File: config.mk
export PLATFORM = sky130hd
export DESIGN_NAME = mul_i8_arbiter
export DESIGN_NICKNAME = d
export VERILOG_FILES = /design/src/rtl/mul_i8_arbiter.sv
export SDC_FILE = /design/constraint.sdc
export NUM_CORES = 1
export LEC_CHECK = 0
export BUFFER_PORTS_ARGS = -buffer_cell sky130_fd_sc_hd__buf_2
export CAP_MARGIN = 20
export CORE_ASPECT_RATIO = 1.4
export CORE_MARGIN = 4
export CORE_UTILIZATION = 42
export CTS_CLUSTER_DIAMETER = 50
export DETAILED_ROUTE_END_ITERATION = 8
export GPL_TIMING_DRIVEN = 0
export PLACE_DENSITY = 0.77
export SYNTH_ARGS = -nofsm -noshare
export SYNTH_HDL_FRONTEND = slang
export SYNTH_SLANG_ARGS = --single-unit
File: constraint.sdc
create_clock -name i_clk -period 2.8 [get_ports i_clk]
set_clock_uncertainty 0.05 [all_clocks]
set_input_delay 0.42 -clock i_clk [delete_from_list [all_inputs] [get_ports i_clk]]
set_output_delay 0.42 -clock i_clk [all_outputs]
set_load 0.05 [all_outputs]
File: src/rtl/mul_i8_arbiter.sv
// Round-robin front end sharing one pipelined signed 8x8 multiplier.
// Requester tags ride a shift pipe matched to the multiplier latency.
module mul_i8_arbiter #(
  parameter int NREQ         = 4,
  parameter int LATENCY      = 4,
  parameter int MAX_INFLIGHT = 2
) (
  input  logic              i_clk,
  input  logic              i_rst,
  input  logic [NREQ-1:0]   i_req_valid,
  output logic [NREQ-1:0]   o_req_ready,
  input  logic [8*NREQ-1:0] i_req_a,
  input  logic [8*NREQ-1:0] i_req_b,
  output logic [NREQ-1:0]   o_resp_valid,
  output logic [15:0]       o_resp_res,
  output logic              o_mul_ena,
  output logic [7:0]        o_mul_a,
  output logic [7:0]        o_mul_b,
  input  logic [15:0]       i_mul_res,
  output logic              o_busy
);

  localparam int IW = (NREQ > 1) ? $clog2(NREQ) : 1;
  localparam int CW = $clog2(MAX_INFLIGHT + 1);

  typedef struct packed {
    logic          vld;
    logic [IW-1:0] idx;
  } tag_t;

  logic [IW-1:0] ptr;
  logic [CW-1:0] cnt [NREQ];
  tag_t          tag [LATENCY];
  tag_t          tail;

  logic [NREQ-1:0] elig;
  logic [NREQ-1:0] grant;
  logic [IW-1:0]   gidx;
  logic            gany;

  always_comb begin
    elig = '0;
    for (int k = 0; k < NREQ; k++) begin
      elig[k] = !i_rst && i_req_valid[k] &&
                (cnt[k] < CW'(MAX_INFLIGHT));
    end
  end

  // Scan from ptr upward with wrap; first eligible wins
  always_comb begin
    grant = '0;
    gidx  = '0;
    gany  = 1'b0;
    for (int i = 0; i < NREQ; i++) begin
      int j;
      j = int'(ptr) + i;
      if (j >= NREQ) j = j - NREQ;
      if (!gany && elig[IW'(j)]) begin
        gany = 1'b1;
        gidx = IW'(j);
      end
    end
    if (gany) grant[gidx] = 1'b1;
  end

  assign o_req_ready = grant;
  assign o_mul_ena   = gany;
  assign o_mul_a     = gany ? i_req_a[8*gidx +: 8] : 8'h00;
  assign o_mul_b     = gany ? i_req_b[8*gidx +: 8] : 8'h00;

  always_ff @(posedge i_clk) begin
    if (i_rst) begin
      ptr <= '0;
    end else if (gany) begin
      ptr <= (gidx == IW'(NREQ - 1)) ? '0 : gidx + 1'b1;
    end
  end

  always_ff @(posedge i_clk) begin
    if (i_rst) begin
      for (int i = 0; i < LATENCY; i++) begin
        tag[i] <= '0;
      end
    end else begin
      tag[0] <= '{vld: gany, idx: gidx};
      for (int i = 1; i < LATENCY; i++) begin
        tag[i] <= tag[i-1];
      end
    end
  end

  assign tail = tag[LATENCY-1];

  always_ff @(posedge i_clk) begin
    if (i_rst) begin
      o_resp_valid <= '0;
      o_resp_res   <= '0;
    end else begin
      o_resp_valid <= tail.vld ? (NREQ'(1) << tail.idx) : '0;
      if (tail.vld) o_resp_res <= i_mul_res;
    end
  end

  // Accept and response in the same cycle cancel out
  always_ff @(posedge i_clk) begin
    if (i_rst) begin
      for (int k = 0; k < NREQ; k++) begin
        cnt[k] <= '0;
      end
    end else begin
      for (int k = 0; k < NREQ; k++) begin
        case ({grant[k], o_resp_valid[k]})
          2'b10:   cnt[k] <= cnt[k] + 1'b1;
          2'b01:   cnt[k] <= cnt[k] - 1'b1;
          default: cnt[k] <= cnt[k];
        endcase
      end
    end
  end

  always_comb begin
    o_busy = |o_resp_valid;
    for (int i = 0; i < LATENCY; i++) begin
      o_busy = o_busy | tag[i].vld;
    end
  end

endmodule

; Word-level counts from Yosys, hierarchy flattened
; Memories as Yosys holds them, arrays and structs flattened.
; Index checks and enable logic that the tools add are counted.
[word_totals]
register_bits = 22
ram_bits = 20
input_bits = 86
output_inout_bits = 42
wordCells = 175
n_memories = 2
[memory_table]
columns = memory, words, width, read_ports, rd_clocked_by_memory_dff, wr, line
row1 = tag, 4, 3, 4, 0, 4, 33  ; tag_t tag [LATENCY];
row2 = cnt, 4, 2, 4, 0, 4, 32  ; logic [CW-1:0] cnt [NREQ];
[classes]
n_addsub = 16
order_cmp = 14
eq_ne = 9
n_shift = 3
muxes = 85
bitwise_logic = 21
reduce_logical = 22
[ops]
columns = operator, n
row1 = 32-bit by 6-bit indexed part select with 8-bit output, 2
row2 = 1-bit 2-to-1 mux, 52
row3 = 2-bit 2-to-1 mux, 21
row4 = 1-bit OR, 20
row5 = 2-bit by 4-bit < comparator with 1-bit output (second input constant), 4
row6 = 8-bit 2-to-1 mux, 2
row7 = 2-bit by 1-bit subtractor with 2-bit output (second input constant), 8
row8 = 1-bit logical AND, 12
row9 = 3-bit 2-to-1 mux, 4
row10 = 2-bit by 1-bit adder with 2-bit output (second input constant), 5
row11 = 2-bit equality test (second input constant), 5
row12 = 2-bit OR reduction, 5
row13 = 3-bit >= comparator (second input constant), 3
row14 = 1-bit binary-select mux with 2-bit select, 4
row15 = 2-bit by 1-bit equality test with 1-bit output (second input constant), 4
row16 = 2-bit < comparator (second input constant), 4
row17 = 2-bit by 2-bit adder with 3-bit output (second input constant), 2
row18 = 1-bit zero test, 4
row19 = 4-bit 2-to-1 mux, 1
row20 = 4-bit OR reduction, 1
row21 = 1-bit by 2-bit << shifter with 4-bit output (first input constant), 1
row22 = 2-bit by 1-bit adder with 3-bit output (second input constant), 1
row23 = 2-bit by 3-bit >= comparator with 1-bit output (second input constant), 1
row24 = 2-bit by 3-bit < comparator with 1-bit output (second input constant), 1
row25 = other kinds (3), 3

; Depth between registers and ports, before layout
; Gate-level depths: netlist of the first run.
[depth]
ltp_word = 28
depth_mapped = 16
ltp_nobuf = 13

; Worst setup path before layout of the first run
; Ideal clock, no wire load.
[synth_timing]
kind = flip-flop to output port
from = memory cnt[1][1] in the netlist's numbering
to = output o_mul_b[0]
arrival_ps = 2701
required_ps = 2330
slack_ps = -371
path_stages_with_launch = 8
n_path_buf = 2
cell_sequence = edfxtp_1 -> nand2b_1 -> clkbuf_2 -> a41oi_2 -> clkbuf_1 -> nand2_1 -> mux2_4 -> mux2i_1
[synth_lines]
columns = item, line
row1 = from (decl), 32
row2 = to (decl), 18  ; output logic [7:0] o_mul_b,

==> results of run 1 <==
## through the flow
step | hold slack, ns | total power, W | setup TNS [ns] | std cells
finish | 0.314 | 0.00194 | 0 | 505
global route | 0.331 | 0.00204 | -1.65 | 505
CTS | 0.307 | 0.00192 | -0.0366 | 501
detailed placement | 0.377 | 0.00138 | -1.78 | 480
global placement | 0.365 | 0.00137 | -1.54 | 480
floorplan | 0.364 | 0.00121 | -0.516 | 283
## final cells by class
class | count | share of cell area (%)
plain buffers | 16 | 3.32
inverters | 12 | 1.68
clock buffers | 8 | 2.51
well taps | 70 | 2.17
repair buffers | 148 | 23.9
multi-input cells | 209 | 43.6
flip-flops and latches | 42 | 22.9
## metal layers
layer  vias to the layer above  share of wire, %  wire, um  global-route usage (%)
met5                         -                 0         0                       0
met4                         0               2.2       162                    7.26
met3                        11               9.9       716                    5.76
met2                       126                53      3810                    36.2
met1                      1163                35      2540                    17.9
li1                       1263                 -         -                       -
## power by group through the flow
stage / Combinational, W / Sequential, W / Clock (W)
6_report: 0.000852 / 0.000667 / 0.000421
5_1_grt: 0.000905 / 0.000671 / 0.000461
4_1_cts: 0.000816 / 0.000666 / 0.000435
3_5_place_dp: 0.000701 / 0.000678 / 0
3_3_place_gp: 0.000693 / 0.000677 / 0
2_1_floorplan: 0.000521 / 0.000691 / 0
## registers in the layout (all words and copies together) (netlist names)
signal / count
cnt: 8
tag: 12
o_resp_valid: 4
o_resp_res: 16
ptr: 2
## critical path, stage by stage, from the launching register on
cell and delay [ns]:
edfxtp_1 0.44, nand2b_2 0.25, a221o_1 0.38, buf_6 0.16, buf_4 0.14, mux2_2 0.27, mux2i_1 0.17, buf_4 0.23
## cell usage in the layout, fill, tap and decap left out, drive strengths merged
master	synthesis	layout
o21bai	5	5
ha	12	12
a221o	1	1
nor3b	1	1
clkinvlp	0	4
o21ai	1	1
nand2	37	37
clkbuf	8	14
a21bo	1	1
dfxtp	34	34
nand4	1	1
nor2b	12	12
buf	12	158
a22oi	1	1
nand2b	4	4
inv	12	8
edfxtp	8	8
nor3	12	12
mux2	16	16
nor4bb	2	2
a21oi	6	6
xnor2	4	4
a41oi	2	2
nand3	1	1
a211oi	2	2
a32oi	1	1
o211ai	1	1
nor2	33	33
and4b	1	1
nor4b	1	1
mux2i	49	49
nor4	2	2
## worst max-delay path by stage
stage                                end
after global routing          o_mul_a[0]
after floorplan                cnt[0][1]
after detailed placement       cnt[1][1]
after CTS                 o_req_ready[1]
after global placement         cnt[1][1]
final                         o_mul_a[0]
## cells by family (layout without fill, tap and decap cells)
group           Yosys count  in the layout  share of synthesized area (%)
simple gates            107            107                           19.0
buf+inv                  32            184                           6.08
fa+ha+maj                12             12                           5.70
mux                      65             65                           27.0
xor+xnor                  4              4                           1.33
compound gates           21             21                           5.94
flops                    42             42                           34.9
## what timing repair did
| item | in CTS | in global routing |
|---|---|---|
| endpoints found under the hold margin | 0 | 0 |
| buffers inserted | 15 | 5 |
| resized for setup | 47 | 24 |
| pin swaps | 2 | 6 |
| gates cloned | 1 | 0 |
| setup endpoints to repair | 34 | 30 |
==> impl_metrics.tcl, run 1 <==
set metrics [dict create \
    wl_per_cell_um 14.3 \
    ys_ff_latch 42 \
    clock_path_buffers 2 \
    io_pins 128 \
    outcome "complete, no violations" \
    drt-total-wl_um 7230 \
    yosysUniqueCellTypes 38 \
    drive_above_1_share_pct 50.3 \
    ir_drop_v 0.000321 \
    grt-ovfl-total 0 \
    pre_cts_ws_ns -0.182 \
    p_leak_nw 1.91 \
    syn_inst 283 \
    start_util_pct 44.0 \
    r2r_cells 15 \
    synth.top_cell.area_share_pct 25.8 \
    post-route-period-util_pct 99.7 \
    cts_sinks 42 \
    clk_latency_ns 0.29 \
    hold_buffers 0 \
    io_buffers 127 \
    syn-cell-area_um2 2640 \
    hp-start "i_mul_res[4]" \
    cp_max_fo 7 \
    drt_pass1_iterations 4 \
    power_density_nw_per_um2 481 \
    p_comb_share_pct 43.9 \
    synthesis.nets 381 \
    p_int_w 0.00127 \
    worstMarginPinSlew_ns 0.690 \
    cp-start-kind "flip-flop" \
    grt_pass1_wl_um 11100 \
    hold_end "o_resp_res[4]" \
    yosysWarnings 0 \
    drtAntennaViolNets 0 \
    clk_pin_slew_ns 0.07 \
    hold_viol_final 0 \
    drtIter0Drc 69 \
    synth_flop_cell "dfxtp_1" \
    end_kind "output port" \
    n_antenna_cell 0 \
    reg2reg_slack_ns 0.12 \
    final_area_um2 4030 \
    p_seq_share_pct 34.4 \
    vias 2563 \
    rows 33 \
    cts_tree "built" \
    cap_violations 0 \
    grt_max_degree 13 \
    max_slew_margin_pct 54.0 \
    synth_enable_flop_cells 8 \
    hp-class "primary input to flip-flop" \
    crit_start "cnt[2][1]" \
    syn_area_per_cell_um2 9.31 \
    synth_top_area_cell "dfxtp_1" \
    synthTopCellsByArea "dfxtp_1 (26%), mux2i_1 (19%), edfxtp_1 (9.1%)" \
    hold_depth 3 \
    multi_input_area_um2 1760 \
    dpl_cell_area_um2 3540 \
    nFillCells 435 \
    crit_required_ns 2.33 \
    nNetsFinal 532 \
    regArea_um2 922 \
    synthTopCellsByCount "mux2i_1 (49), nand2_1 (37), dfxtp_1 (34)" \
    pwr-share-clk_pct 21.7 \
    ys_seq_area_share_pct 34.9 \
    place.gp.congestion 0.818 \
    rr_endpoint "cnt[1][1]" \
    dieArea_um2 7620 \
    core-area_um2 5990 \
    grt_usage_pct 18.8 \
    area_growth_pct 53.0 \
    synth.most_common_cell "mux2i_1" \
    dieHeight_um 102 \
    power_switching_w 0.000674 \
    swShare_pct 34.8 \
    fmax_mhz 358 \
    viasPerCell 5.08 \
    drc 0 \
    htreeDepth 2 \
    slew_viol_final 0 \
    setup_slack_ns 0.00841 \
    path_class "flip-flop to output port" \
    cp.arrival_ns 2.32 \
    root_buffer "clkbuf_8" \
    synthArstFlopShare_pct 0 \
    numCtsBuffers 5 \
    antenna_found_initial 0 \
    min_period_ns 2.79 \
    dp_hpwl_um 5450 \
    utilization_pct 67.4 \
    r2r-start "cnt[3][1]" \
    grt_pass1_vias 2616 \
    die_x_um 74.9 \
    setup_viol 0 \
    rsz0062_at_grt "true" \
]
No activity file was read; power rests on OpenSTA's default activity.
==> inputs of run 2 (changes only) <==
- CORE_MARGIN: 4 -> 2
==> impl_metrics.tcl, run 2 (synthesis results as in run 1) <==
set metrics [dict create \
    nNetsFinal 537 \
    pre_cts_ws_ns -0.232 \
    min_period_ns 2.82 \
    largest_reg_flops 16 \
    viasPerCell 5.01 \
    root_buffer "clkbuf_8" \
    drt_pass1_iterations 4 \
    io_buffers 127 \
    hold_ws_ns 0.300 \
    slew_viol_final 0 \
    outcome "finished, violations left" \
    reg2reg_slack_ns 0.05 \
    finalPower_w 0.00193 \
    clk_latency_ns 0.30 \
    final_cells 512 \
    dieHeight_um 97.7 \
    tns_ns -0.0226 \
    max_slew_margin_pct 54.9 \
    cp.arrival_ns 2.35 \
    io_pins 128 \
    crit_start "cnt[0][1]" \
    ir_drop_v 0.000313 \
    clk_pin_slew_ns 0.08 \
    r2r-start "cnt[1][1]" \
    cp_max_fo 4 \
    post-route-period-util_pct 101 \
    drtIter0Drc 69 \
    hold_viol_final 0 \
    dp.cells 482 \
    grt-ovfl-total 0 \
    crit_end "o_req_ready[1]" \
    place.gp.congestion 0.743 \
    r2r_cells 16 \
    dieArea_um2 6930 \
    setup_slack_ns -0.0226 \
    core-area_um2 6130 \
    p_leak_nw 1.95 \
    hold_buffers 0 \
    fmax_mhz 354 \
    final_cell_mix "buf_2 (108), mux2i_1 (38), nand2_1 (33), dfxtp_1 (33), nor2_1 (30)" \
    setup_viol 1 \
    path_class "flip-flop to output port" \
    grt_pass1_vias 2556 \
    layout_commonest_cell "buf_2" \
    n_antenna_cell 0 \
    numCtsBuffers 5 \
    grt_usage_pct 19.9 \
    drt-total-wl_um 7180 \
    biggestRegsByFlops "o_resp_res: 16 flops, tag: 12 flops, cnt: 8 flops" \
    area_growth_pct 54.9 \
    drtAntennaViolNets 0 \
    cp-start-kind "flip-flop" \
    power_density_nw_per_um2 473 \
    vias 2566 \
    htreeDepth 2 \
    violations "negative setup slack" \
    start_util_pct 43.0 \
    grt_max_degree 16 \
    worstMarginPinSlew_ns 0.677 \
    antenna_found_initial 0 \
    top_register "o_resp_res" \
    crit_required_ns 2.33 \
    drive_above_1_share_pct 52.7 \
    cts_tree "built" \
    wl_per_cell_um 14.0 \
    clock_path_buffers 2 \
    rsz0062_at_grt "true" \
    hp-class "primary input to flip-flop" \
    cap_violations 0 \
    grt_pass1_wl_um 11100 \
    cts_sinks 42 \
    rr_endpoint "cnt[2][1]" \
    end_kind "output port" \
    drc 0 \
    rows 34 \
    dp_hpwl_um 5300 \
    die_x_um 70.9 \
]
[run 2: changes by cell type in the layout (fill, tap and decap cells not counted), moves of 2 or more]
cell | previous run | this run
clkbuf_1 | 6 | 4
buf_6 | 16 | 19
mux2i_4 | 2 | 0
nor2_1 | 32 | 30
nor2b_4 | 0 | 2
buf_4 | 23 | 25
nor2_2 | 1 | 3
[run 2: where the power goes]
part / switching [W] / internal (W) / leakage, nW / total (W)
Clock: 0.000217 / 0.000179 / 0.0451 / 0.000395
Sequential: 0.0000207 / 0.000648 / 0.359 / 0.000669
Combinational: 0.000466 / 0.000403 / 1.55 / 0.000868
[run 2: worst min path at each step]
stage	startpoint	endpoint	slack (ns)	cells after the start
finish	i_mul_res[1]	o_resp_res[1]	0.30	3
global route	i_mul_res[14]	o_resp_res[14]	0.31	3
CTS	i_mul_res[5]	o_resp_res[5]	0.30	3
detailed placement	tag[2][0]	tag[3][0]	0.38	1
global placement	tag[2][0]	tag[3][0]	0.37	1
floorplan	tag[0][0]	tag[1][0]	0.36	1
[run 2: repair_timing]
item                       CTS  global route
setup endpoints to repair   35            35
setup buffers               13            10
resized for setup           46            28
gates cloned                 1             1
pin swaps                    4             2
[run 2: final cells by class]
type                       instances  area, um^2
clock buffer                       5        68.8
clock inverter                     3        22.5
multi-input combinational        209        1760
buffer                            17         149
tap                               72        90.1
inverter                          12        65.1
timing repair buffer             152        1000
fill                             482        2040
sequential                        42         922
[run 2: critical path, cell delays in order, from the launching register on]
cell        delay, ns
edfxtp_1         0.45
buf_6            0.15
nor2b_4          0.16
nand4_1          0.17
o211ai_1         0.20
a211oi_2         0.06
buf_4            0.18
clkbuf_16        0.15
ha_2             0.17
nand2_2          0.09
clkinvlp_4       0.13
buf_8            0.16
[run 2: per-layer routing]
| metal | global-route usage (%) | routed length (um) |
|---|---|---|
| met3 | 4.56 | 556 |
| met1 | 19.6 | 2580 |
| met4 | 5.37 | 178 |
| met2 | 39.8 | 3870 |
| met5 | 0 | 0 |
[run 2: stage by stage]
step                      area (um^2)  utilization (%)
final                            4080             66.6
after global routing             4080             66.6
after detailed placement         3540             57.8
after global placement           3540             57.8
after floorplan                  2820                -
after CTS                        3860             63.1
==> inputs of run 3 (changes only) <==
- SKIP_CTS_REPAIR_TIMING: not set -> 1
==> impl_metrics.tcl, run 3 (synthesis results as in run 1) <==
set metrics [dict create \
    outcome "finished, violations left" \
    violations "negative setup slack" \
    core-area_um2 6130 \
    cp_max_fo 7 \
    cp-start-kind "flip-flop" \
    n_antenna_cell 0 \
    vias 2649 \
    cts_tree "built" \
    hold_viol_final 0 \
    dieArea_um2 6930 \
    post-route-period-util_pct 102 \
    cp_common_cell "buf_4" \
    min_period_ns 2.85 \
    drc 0 \
    rsz0062_at_grt "true" \
    worst_path_max_delay_cell "edfxtp_1" \
    grt-ovfl-total 0 \
    drtAntennaViolNets 0 \
    clock_path_buffers 2 \
    htreeDepth 2 \
    reg2reg_slack_ns 0.03 \
    drtIter0Drc 106 \
    top_register "o_resp_res" \
    power_density_nw_per_um2 476 \
    grt.busiest_layer "met2" \
    utilization_pct 68.3 \
    met2_usage_pct 37.2 \
    fmax_mhz 350 \
    cpPeakStageDelay_ns 0.39 \
    clk_latency_ns 0.30 \
    grt_pass1_wl_um 10400 \
    io_pins 128 \
    io_buffers 127 \
    setup_viol 10 \
    drt-total-wl_um 7540 \
    drive_above_1_share_pct 53.2 \
    ir_drop_v 0.000306 \
    path_cells "nand2b_4, buf_4, a21oi_2, o21bai_2, a211oi_2, buf_4, buf_12, buf_4, mux2i_2, buf_6" \
    grt.met1_usage_pct 18.7 \
    grt_usage_pct 18.6 \
    rows 34 \
    grt_max_degree 16 \
    biggestRegsByFlops "o_resp_res: 16 flops, tag: 12 flops, cnt: 8 flops" \
    path_delay_family "buffers and inverters" \
    worstMarginPinSlew_ns 0.686 \
    root_buffer "clkbuf_8" \
    area_growth_pct 58.8 \
    setup_slack_ns -0.0544 \
    numCtsBuffers 5 \
    cap_violations 0 \
    start_util_pct 43.0 \
    slew_viol_final 0 \
    crit_required_ns 2.33 \
    die_x_um 70.9 \
    place.gp.congestion 0.743 \
    drt_pass1_iterations 5 \
    met3_usage_pct 3.94 \
    final_cell_mix "buf_2 (109), mux2i_1 (38), buf_4 (34)" \
    max_slew_margin_pct 54.2 \
    clk_pin_slew_ns 0.09 \
    hold_ws_ns 0.302 \
    end_kind "output port" \
    pre_cts_ws_ns -0.232 \
    grt_pass1_vias 2423 \
    dieHeight_um 97.7 \
    p_leak_nw 2.02 \
    viasPerCell 5.08 \
    cts_sinks 42 \
    layout_commonest_cell "buf_2" \
    hp-class "primary input to flip-flop" \
    wl_per_cell_um 14.5 \
    dp_hpwl_um 5300 \
    cp.arrival_ns 2.38 \
    largest_reg_flops 16 \
    path_buf_inv 5 \
    nNetsFinal 546 \
    antenna_found_initial 0 \
    path_class "flip-flop to output port" \
]
[run 3: cell count changes in the layout (fill, tap and decap cells not counted), sizes merged]
cell and change:
buf +9
[run 3: path summary, 6_finish.rpt]
path / start / end / cells past startpoint
setup / recovery: cnt[3][1] / o_mul_b[0] / 10
hold / removal: i_mul_res[5] / o_resp_res[5] / 3
setup reg to reg: cnt[3][1] / cnt[0][1] / 17
hold reg to reg: tag[2][0] / tag[3][0] / 1
[run 3: worst register-to-register path, cell delays in order, from the launching register on]
cell        delay, ns
edfxtp_1         0.39
nand2b_4         0.19
buf_4            0.15
a21oi_2          0.11
o21bai_2         0.10
a211oi_2         0.23
buf_4            0.21
buf_12           0.14
inv_6            0.04
ha_4             0.15
nand2_4          0.06
clkinvlp_4       0.10
buf_4            0.15
ha_4             0.16
nor2_2           0.07
nor3_1           0.04
a21oi_1          0.12
nor2_1           0.05
[run 3: final cells by class]
cell class | count | area, um^2
plain buffers | 17 | 155
clock buffers | 5 | 68.8
clock inverters | 3 | 22.5
fillers | 461 | 1940
inverters | 12 | 65.1
multi-input cells | 209 | 1790
flip-flops and latches | 42 | 922
well taps | 72 | 90.1
repair buffers | 161 | 1070
[run 3: report_power, final]
group | switching [W] | leakage [nW] | internal (W) | total, W
Sequential | 0.0000210 | 0.359 | 0.000648 | 0.000669
Clock | 0.000218 | 0.0451 | 0.000179 | 0.000396
Combinational | 0.000487 | 1.62 | 0.000438 | 0.000925
Total | 0.000726 | 2.02 | 0.00126 | 0.00199
[run 3: through the flow]
step | cell area [um^2] | std cells | power [W] | TNS [ns]
floorplan | 2820 | 283 | 0.00121 | -0.516
global placement | 3540 | 482 | 0.00137 | -1.61
detailed placement | 3540 | 482 | 0.00138 | -2.38
CTS | 3630 | 490 | 0.00178 | -6.15
global route | 4190 | 521 | 0.00208 | -2.63
finish | 4190 | 521 | 0.00199 | -0.257
[run 3: routing by layer]
metal | wire, um | part of all wire [%] | vias up
li1 | - | - | 1291
met1 | 2710 | 36 | 1202
met2 | 4080 | 54 | 141
met3 | 582 | 7.7 | 15
met4 | 170 | 2.3 | 0
met5 | 0 | 0 | -
